### config.mk
export PLATFORM = sky130hd
export DESIGN_NAME = mem_port_arbiter_flat
export DESIGN_NICKNAME = d
export VERILOG_FILES = /design/src/rtl/mem_port_arbiter_if.sv /design/src/rtl/mem_port_arbiter.sv /design/src/flat_wrapper.sv
export SDC_FILE = /design/constraint.sdc
export NUM_CORES = 1
export LEC_CHECK = 0
export CORE_MARGIN = 3
export CORE_UTILIZATION = 43
export CTS_BUF_LIST = sky130_fd_sc_hd__clkbuf_4 sky130_fd_sc_hd__clkbuf_8
export CTS_CLUSTER_SIZE = 12
export DETAILED_ROUTE_END_ITERATION = 16
export PLACE_DENSITY = 0.88
export REMOVE_ABC_BUFFERS = 1
export SLEW_MARGIN = 20
export SYNTH_ARGS = -nofsm -noshare
export SYNTH_HDL_FRONTEND = slang
export SYNTH_SLANG_ARGS = --single-unit
### constraint.sdc
create_clock -name i_clk -period 2 [get_ports i_clk]
set_input_delay 0.4 -clock i_clk [delete_from_list [all_inputs] [get_ports i_clk]]
set_output_delay 0.4 -clock i_clk [all_outputs]
set_load 0.02 [all_outputs]
### src/rtl/mem_port_arbiter_if.sv
// Bus bundle for the shared memory port: IF fetch port, D data port and memory side.
// slave is the arbiter's view; master is the requesters-plus-memory environment.
interface mem_port_arbiter_if #(
    parameter int AW = 16,
    parameter int DW = 16
);
    logic          if_req;
    logic [AW-1:0] if_addr;
    logic [DW-1:0] if_rdata;
    logic          if_ready;
    logic          if_stall;

    logic          d_req;
    logic          d_we;
    logic [AW-1:0] d_addr;
    logic [DW-1:0] d_wdata;
    logic [DW-1:0] d_rdata;
    logic          d_ready;
    logic          d_stall;

    logic          mem_en;
    logic          mem_we;
    logic [AW-1:0] mem_addr;
    logic [DW-1:0] mem_wdata;
    logic [DW-1:0] mem_rdata;
    logic          mem_ack;

    logic          timeout;

    modport slave (
        input  if_req, if_addr, d_req, d_we, d_addr, d_wdata, mem_rdata, mem_ack,
        output if_rdata, if_ready, if_stall, d_rdata, d_ready, d_stall,
        output mem_en, mem_we, mem_addr, mem_wdata, timeout
    );

    modport master (
        output if_req, if_addr, d_req, d_we, d_addr, d_wdata, mem_rdata, mem_ack,
        input  if_rdata, if_ready, if_stall, d_rdata, d_ready, d_stall,
        input  mem_en, mem_we, mem_addr, mem_wdata, timeout
    );
endinterface

### src/rtl/mem_port_arbiter.sv
// Single-port memory arbiter between the IF (fetch) and D (load/store) pipeline stages.
// One transaction in flight; D has priority but yields to IF after MAX_DSTREAK grants.
module mem_port_arbiter #(
    parameter int AW          = 16,
    parameter int DW          = 16,
    parameter int MAX_DSTREAK = 4,
    parameter int TIMEOUT     = 255
) (
    input  logic                 i_clk,
    input  logic                 i_rst_n,
    mem_port_arbiter_if.slave    io_bus
);
    localparam int SW = (MAX_DSTREAK > 0) ? $clog2(MAX_DSTREAK + 1) : 1;
    localparam int WW = (TIMEOUT > 0) ? $clog2(TIMEOUT + 1) : 1;

    typedef enum logic [1:0] {
        S_IDLE    = 2'd0,
        S_BUSY_IF = 2'd1,
        S_BUSY_D  = 2'd2
    } state_t;

    state_t        r_state;
    state_t        w_state_nxt;

    logic [SW-1:0] r_streak;
    logic [WW-1:0] r_wait;
    logic [AW-1:0] r_addr;
    logic [DW-1:0] r_wdata;
    logic          r_we;
    logic [DW-1:0] r_if_rdata;
    logic [DW-1:0] r_d_rdata;
    logic          r_if_ready;
    logic          r_d_ready;
    logic          r_timeout;

    logic          w_if_elig;
    logic          w_d_elig;
    logic          w_streak_ok;
    logic          w_wait_hit;
    logic          w_grant_if;
    logic          w_grant_d;
    logic          w_if_fin;
    logic          w_d_fin;
    logic          w_abort;
    logic          w_busy;

    // A port whose ready pulse is showing is still dropping its req; don't re-grant it.
    assign w_if_elig   = io_bus.if_req & ~r_if_ready;
    assign w_d_elig    = io_bus.d_req  & ~r_d_ready;
    assign w_streak_ok = (r_streak < SW'(MAX_DSTREAK));
    assign w_wait_hit  = (TIMEOUT != 0) && (r_wait == WW'(TIMEOUT - 1));
    assign w_busy      = (r_state != S_IDLE);

    always_comb begin
        w_state_nxt = r_state;
        w_grant_if  = 1'b0;
        w_grant_d   = 1'b0;
        w_if_fin    = 1'b0;
        w_d_fin     = 1'b0;
        w_abort     = 1'b0;
        case (r_state)
            S_IDLE: begin
                if (w_d_elig && (!w_if_elig || w_streak_ok)) begin
                    w_grant_d   = 1'b1;
                    w_state_nxt = S_BUSY_D;
                end else if (w_if_elig) begin
                    w_grant_if  = 1'b1;
                    w_state_nxt = S_BUSY_IF;
                end
            end
            S_BUSY_IF: begin
                if (io_bus.mem_ack || w_wait_hit) begin
                    w_if_fin    = 1'b1;
                    w_abort     = ~io_bus.mem_ack;
                    w_state_nxt = S_IDLE;
                end
            end
            S_BUSY_D: begin
                if (io_bus.mem_ack || w_wait_hit) begin
                    w_d_fin     = 1'b1;
                    w_abort     = ~io_bus.mem_ack;
                    w_state_nxt = S_IDLE;
                end
            end
            default: w_state_nxt = S_IDLE;
        endcase
    end

    always_ff @(posedge i_clk) begin
        if (!i_rst_n) begin
            r_state <= S_IDLE;
        end else begin
            r_state <= w_state_nxt;
        end
    end

    always_ff @(posedge i_clk) begin
        if (!i_rst_n) begin
            r_streak   <= '0;
            r_wait     <= '0;
            r_addr     <= '0;
            r_wdata    <= '0;
            r_we       <= 1'b0;
            r_if_rdata <= '0;
            r_d_rdata  <= '0;
            r_if_ready <= 1'b0;
            r_d_ready  <= 1'b0;
            r_timeout  <= 1'b0;
        end else begin
            r_if_ready <= w_if_fin;
            r_d_ready  <= w_d_fin;
            r_timeout  <= w_abort;

            if (w_grant_d) begin
                r_addr  <= io_bus.d_addr;
                r_we    <= io_bus.d_we;
                r_wdata <= io_bus.d_wdata;
            end else if (w_grant_if) begin
                r_addr  <= io_bus.if_addr;
                r_we    <= 1'b0;
            end

            if (w_grant_d || w_grant_if) begin
                r_wait <= '0;
            end else if (w_busy && !(&r_wait)) begin
                r_wait <= r_wait + WW'(1);
            end

            // Streak only grows while IF is actually being held off.
            if (w_grant_d) begin
                if (w_if_elig) begin
                    if (w_streak_ok) r_streak <= r_streak + SW'(1);
                end else begin
                    r_streak <= '0;
                end
            end else if (w_grant_if) begin
                r_streak <= '0;
            end

            if (w_if_fin && io_bus.mem_ack) begin
                r_if_rdata <= io_bus.mem_rdata;
            end
            if (w_d_fin && io_bus.mem_ack && !r_we) begin
                r_d_rdata <= io_bus.mem_rdata;
            end
        end
    end

    assign io_bus.if_rdata  = r_if_rdata;
    assign io_bus.if_ready  = r_if_ready;
    assign io_bus.if_stall  = io_bus.if_req & ~r_if_ready;
    assign io_bus.d_rdata   = r_d_rdata;
    assign io_bus.d_ready   = r_d_ready;
    assign io_bus.d_stall   = io_bus.d_req & ~r_d_ready;
    assign io_bus.mem_en    = w_busy;
    assign io_bus.mem_we    = r_we & (r_state == S_BUSY_D);
    assign io_bus.mem_addr  = r_addr;
    assign io_bus.mem_wdata = r_wdata;
    assign io_bus.timeout   = r_timeout;
endmodule
### src/flat_wrapper.sv
// flat-port wrapper written by rule: the top's interface ports become plain ports
module mem_port_arbiter_flat 
#(
    parameter int AW          = 16,
    parameter int DW          = 16,
    parameter int MAX_DSTREAK = 4,
    parameter int TIMEOUT     = 255
)
  (i_clk, i_rst_n, io_bus_if_req, io_bus_if_addr, io_bus_d_req, io_bus_d_we, io_bus_d_addr, io_bus_d_wdata, io_bus_mem_rdata, io_bus_mem_ack, io_bus_if_rdata, io_bus_if_ready, io_bus_if_stall, io_bus_d_rdata, io_bus_d_ready, io_bus_d_stall, io_bus_mem_en, io_bus_mem_we, io_bus_mem_addr, io_bus_mem_wdata, io_bus_timeout);
  mem_port_arbiter_if #(.AW(AW), .DW(DW)) io_bus_i ();
  input  logic i_clk;
  input  logic i_rst_n;
  input wire logic [$bits(io_bus_i.if_req)-1:0] io_bus_if_req;
  input wire logic [$bits(io_bus_i.if_addr)-1:0] io_bus_if_addr;
  input wire logic [$bits(io_bus_i.d_req)-1:0] io_bus_d_req;
  input wire logic [$bits(io_bus_i.d_we)-1:0] io_bus_d_we;
  input wire logic [$bits(io_bus_i.d_addr)-1:0] io_bus_d_addr;
  input wire logic [$bits(io_bus_i.d_wdata)-1:0] io_bus_d_wdata;
  input wire logic [$bits(io_bus_i.mem_rdata)-1:0] io_bus_mem_rdata;
  input wire logic [$bits(io_bus_i.mem_ack)-1:0] io_bus_mem_ack;
  output wire logic [$bits(io_bus_i.if_rdata)-1:0] io_bus_if_rdata;
  output wire logic [$bits(io_bus_i.if_ready)-1:0] io_bus_if_ready;
  output wire logic [$bits(io_bus_i.if_stall)-1:0] io_bus_if_stall;
  output wire logic [$bits(io_bus_i.d_rdata)-1:0] io_bus_d_rdata;
  output wire logic [$bits(io_bus_i.d_ready)-1:0] io_bus_d_ready;
  output wire logic [$bits(io_bus_i.d_stall)-1:0] io_bus_d_stall;
  output wire logic [$bits(io_bus_i.mem_en)-1:0] io_bus_mem_en;
  output wire logic [$bits(io_bus_i.mem_we)-1:0] io_bus_mem_we;
  output wire logic [$bits(io_bus_i.mem_addr)-1:0] io_bus_mem_addr;
  output wire logic [$bits(io_bus_i.mem_wdata)-1:0] io_bus_mem_wdata;
  output wire logic [$bits(io_bus_i.timeout)-1:0] io_bus_timeout;
  assign io_bus_i.if_req = io_bus_if_req;
  assign io_bus_i.if_addr = io_bus_if_addr;
  assign io_bus_i.d_req = io_bus_d_req;
  assign io_bus_i.d_we = io_bus_d_we;
  assign io_bus_i.d_addr = io_bus_d_addr;
  assign io_bus_i.d_wdata = io_bus_d_wdata;
  assign io_bus_i.mem_rdata = io_bus_mem_rdata;
  assign io_bus_i.mem_ack = io_bus_mem_ack;
  assign io_bus_if_rdata = io_bus_i.if_rdata;
  assign io_bus_if_ready = io_bus_i.if_ready;
  assign io_bus_if_stall = io_bus_i.if_stall;
  assign io_bus_d_rdata = io_bus_i.d_rdata;
  assign io_bus_d_ready = io_bus_i.d_ready;
  assign io_bus_d_stall = io_bus_i.d_stall;
  assign io_bus_mem_en = io_bus_i.mem_en;
  assign io_bus_mem_we = io_bus_i.mem_we;
  assign io_bus_mem_addr = io_bus_i.mem_addr;
  assign io_bus_mem_wdata = io_bus_i.mem_wdata;
  assign io_bus_timeout = io_bus_i.timeout;
  mem_port_arbiter #(.AW(AW), .DW(DW), .MAX_DSTREAK(MAX_DSTREAK), .TIMEOUT(TIMEOUT)) u_core (.i_clk(i_clk), .i_rst_n(i_rst_n), .io_bus(io_bus_i));
endmodule
==> out/summary.txt <==
Outcome = complete, no violations
DRC Markers = 0
Reg2reg setup slack = 0.35 ns
Nets = 617
Hold Fails Final Rpt = 0
Layout cells sized above 1 = 7.33%
Grt total ovfl = 0
Fill cell count = 549
Avg Cell Area, Syn = 7.99 µm²
Max-cap violations = 0
Routed Antenna Nets = 0
Wire length of the first global-routing pass = 15300 µm
IO Port Bufs = 140
First DRT Iteration DRCs = 143
Initial core utilization = 45.5%
Mapped Area = 0.00318 mm²
Clk slew on worst S/H paths = 0.09 ns
Final instance area = 0.00495 mm²
CP max FO = 5
Die W = 92.0 µm
CTS Hold Bufs = 0
Synth Register Bits = 81
Wire per inst = 14.8 µm
CTS root buffer = clkbuf_8
Die area = 0.00846 mm²
Slew headroom = 62.7%
Worst Slack Setup Final = 0.0852 ns
FMAX = 0.522 GHz
Setup violators final = 0
CTS tree = yes
Total GRT Usage = 22.6%
Leak = 1.81 nW
Setup Fix Bufs, Post-CTS = 0
Area of the core = 0.00698 mm²
I/O pin count = 141
Critical path endpoint category = output port
P&R area growth vs syn = 55.6%
Max H-tree Level = 3
Kind of critical path = reg -> out
Most used DFF post-synth = dfxtp_1
Die H = 92.0 µm
GP Congestion = 0.802
Worst clock skew = 0.0138 ns
Ys async rst share = 0%
Diode count = 0
Placement row count = 30
Num CTS Buffers = 9
Storage cell area = 0.00162 mm²
Area of the multi-input gates = 0.00143 mm²
Clock Path Buffers = 2
Min Tclk post-route = 1.91 ns
Drt total wl = 9520 µm
Max Slew Vio Count = 0
Post-synthesis sequential area ratio = 51.0%
TritonRoute pass-1 iters = 4
Number of flops mapped to enable cells by yosys = 0
Hold_ws = 0.455 ns
Vias/cell = 5.12
Cells after synthesis = 398
DR vias = 3284
VDD IR max = 0.000529 V
Crit path required time = 1.60 ns
Worst min path class = reg -> reg
# clock sinks = 81
Detailed placement HPWL = 6870 µm
Arrival time worst endpoint = 1.51 ns
P per Cell Area = 824 mW/mm²
Vias in the first global route = 3270
Initial antenna violation count = 0
Tcrit/Tclk final = 95.7%
YS warnings = 0
Clock insertion delay at the later pin of the skew report = 0.34 ns
Worst Max-Slew Pin Slew = 0.558 ns
Crit start category = register
Final setup TNS = 0 ns
Post-Route Utilization = 70.9%
Place WS = -0.0313 ns
Largest net degree at the start of global routing = 53
Post-synth cell types = 41
Placement-stage cell area = 0.00474 mm²
RSZ-0062 raised after global routing = no
[state kept, by name, indices dropped and copies added (netlist names)]
| register | flops |
|---|---|
| u_core.io_bus.d_rdata | 16 |
| u_core.io_bus.if_rdata | 16 |
| u_core.io_bus.mem_addr | 16 |
| u_core.io_bus.mem_wdata | 16 |
| u_core.r_wait | 8 |
| u_core.r_streak | 3 |
| u_core.r_state | 2 |
| u_core.io_bus.d_ready | 1 |
| u_core.io_bus.if_ready | 1 |
| u_core.io_bus.timeout | 1 |
| u_core.r_we | 1 |
[power by group]
part           leakage, nW  switching [W]  internal [W]  total [W]
sequential           0.661      0.0000662       0.00173    0.00180
clock                0.104       0.000621      0.000627    0.00125
combinational         1.04       0.000543      0.000486    0.00103
[path summary, 6_finish.rpt]
check                                   from                          to  cells past startpoint
setup reg to reg           u_core.r_state[0]            u_core.r_wait[5]                      6
hold reg to reg   u_core.io_bus.mem_wdata[7]  u_core.io_bus.mem_wdata[7]                      2
hold / removal    u_core.io_bus.mem_wdata[7]  u_core.io_bus.mem_wdata[7]                      2
setup / recovery           u_core.r_state[0]               io_bus_mem_en                      4
[placed cells by master (no fill, tap or decap), types with 2 or more instances in the layout]
cell,count
buf_4,13
nand2b_2,2
inv_2,2
xnor2_1,2
nor2_1,15
dlygate4sd2_1,3
dfxtp_1,81
o21ai_1,2
nand2_1,122
xor2_1,3
inv_6,3
o32ai_1,2
ha_1,6
nor4_1,2
a21oi_1,83
a22oi_1,2
o21ai_0,18
clkdlybuf4s50_1,136
and2_1,3
clkbuf_8,10
inv_1,7
nand3_1,3
buf_12,2
[logic make-up after synthesis]
| family | synth area share [%] |
|---|---|
| buffers and inverters | 4.13 |
| and+or+nand+nor | 20.3 |
| xor gates and xnor gates | 1.38 |
| adders and majority gates | 2.36 |
| DFF | 51.0 |
| muxes | 0.315 |
| AOI/OAI and AO/OA | 20.5 |
[stage by stage]
stage,std cells,power [W]
finish,642,0.00407
global route,642,0.00426
CTS,642,0.00411
detailed placement,626,0.00286
global placement,626,0.00282
floorplan,375,0.00230
[worst max-delay path, stage by stage, from the launching register on]
cell             delay [ns]
dfxtp_1                0.37
inv_1                  0.08
ha_1                   0.24
inv_2                  0.13
clkdlybuf4s15_1        0.35
[per-layer routing]
layer | GRT usage (%) | share of wire [%] | vias to the layer above | routed length (µm)
li1 | - | - | 1621 | -
met1 | 26.2 | 39 | 1517 | 3730
met2 | 39.1 | 51 | 133 | 4860
met3 | 6.64 | 8.4 | 13 | 795
met4 | 8.91 | 1.4 | 0 | 133
met5 | 0 | 0 | - | 0
[cell usage after synthesis, types with 3 or more instances]
| cell | count | share of area, % |
|---|---|---|
| a21oi_1 | 83 | 13 |
| and2_1 | 3 | 0.59 |
| buf_1 | 3 | 0.35 |
| buf_2 | 6 | 0.94 |
| clkbuf_1 | 13 | 1.5 |
| dfxtp_1 | 81 | 51 |
| ha_1 | 6 | 2.4 |
| inv_1 | 7 | 0.83 |
| nand2_1 | 122 | 14 |
| nand3_1 | 3 | 0.47 |
| nor2_1 | 15 | 1.8 |
| o21ai_0 | 18 | 2.8 |
| xor2_1 | 3 | 0.83 |
[layout make-up]
class / instances / share of cell area, %
Clock buffer: 10 / 2.78
Clock inverter: 6 / 1.47
Inverter: 9 / 0.683
Multi-Input combinational cell: 285 / 28.8
Sequential cell: 81 / 32.8
Tap cell: 96 / 2.43
Timing Repair Buffer: 155 / 31.0
[timing repair]
action	CTS	global route
gates resized for setup	4	1
setup endpoints to repair	4	1
cloned	0	0
pin swaps	0	0
(Power assumes the default switching activity.)
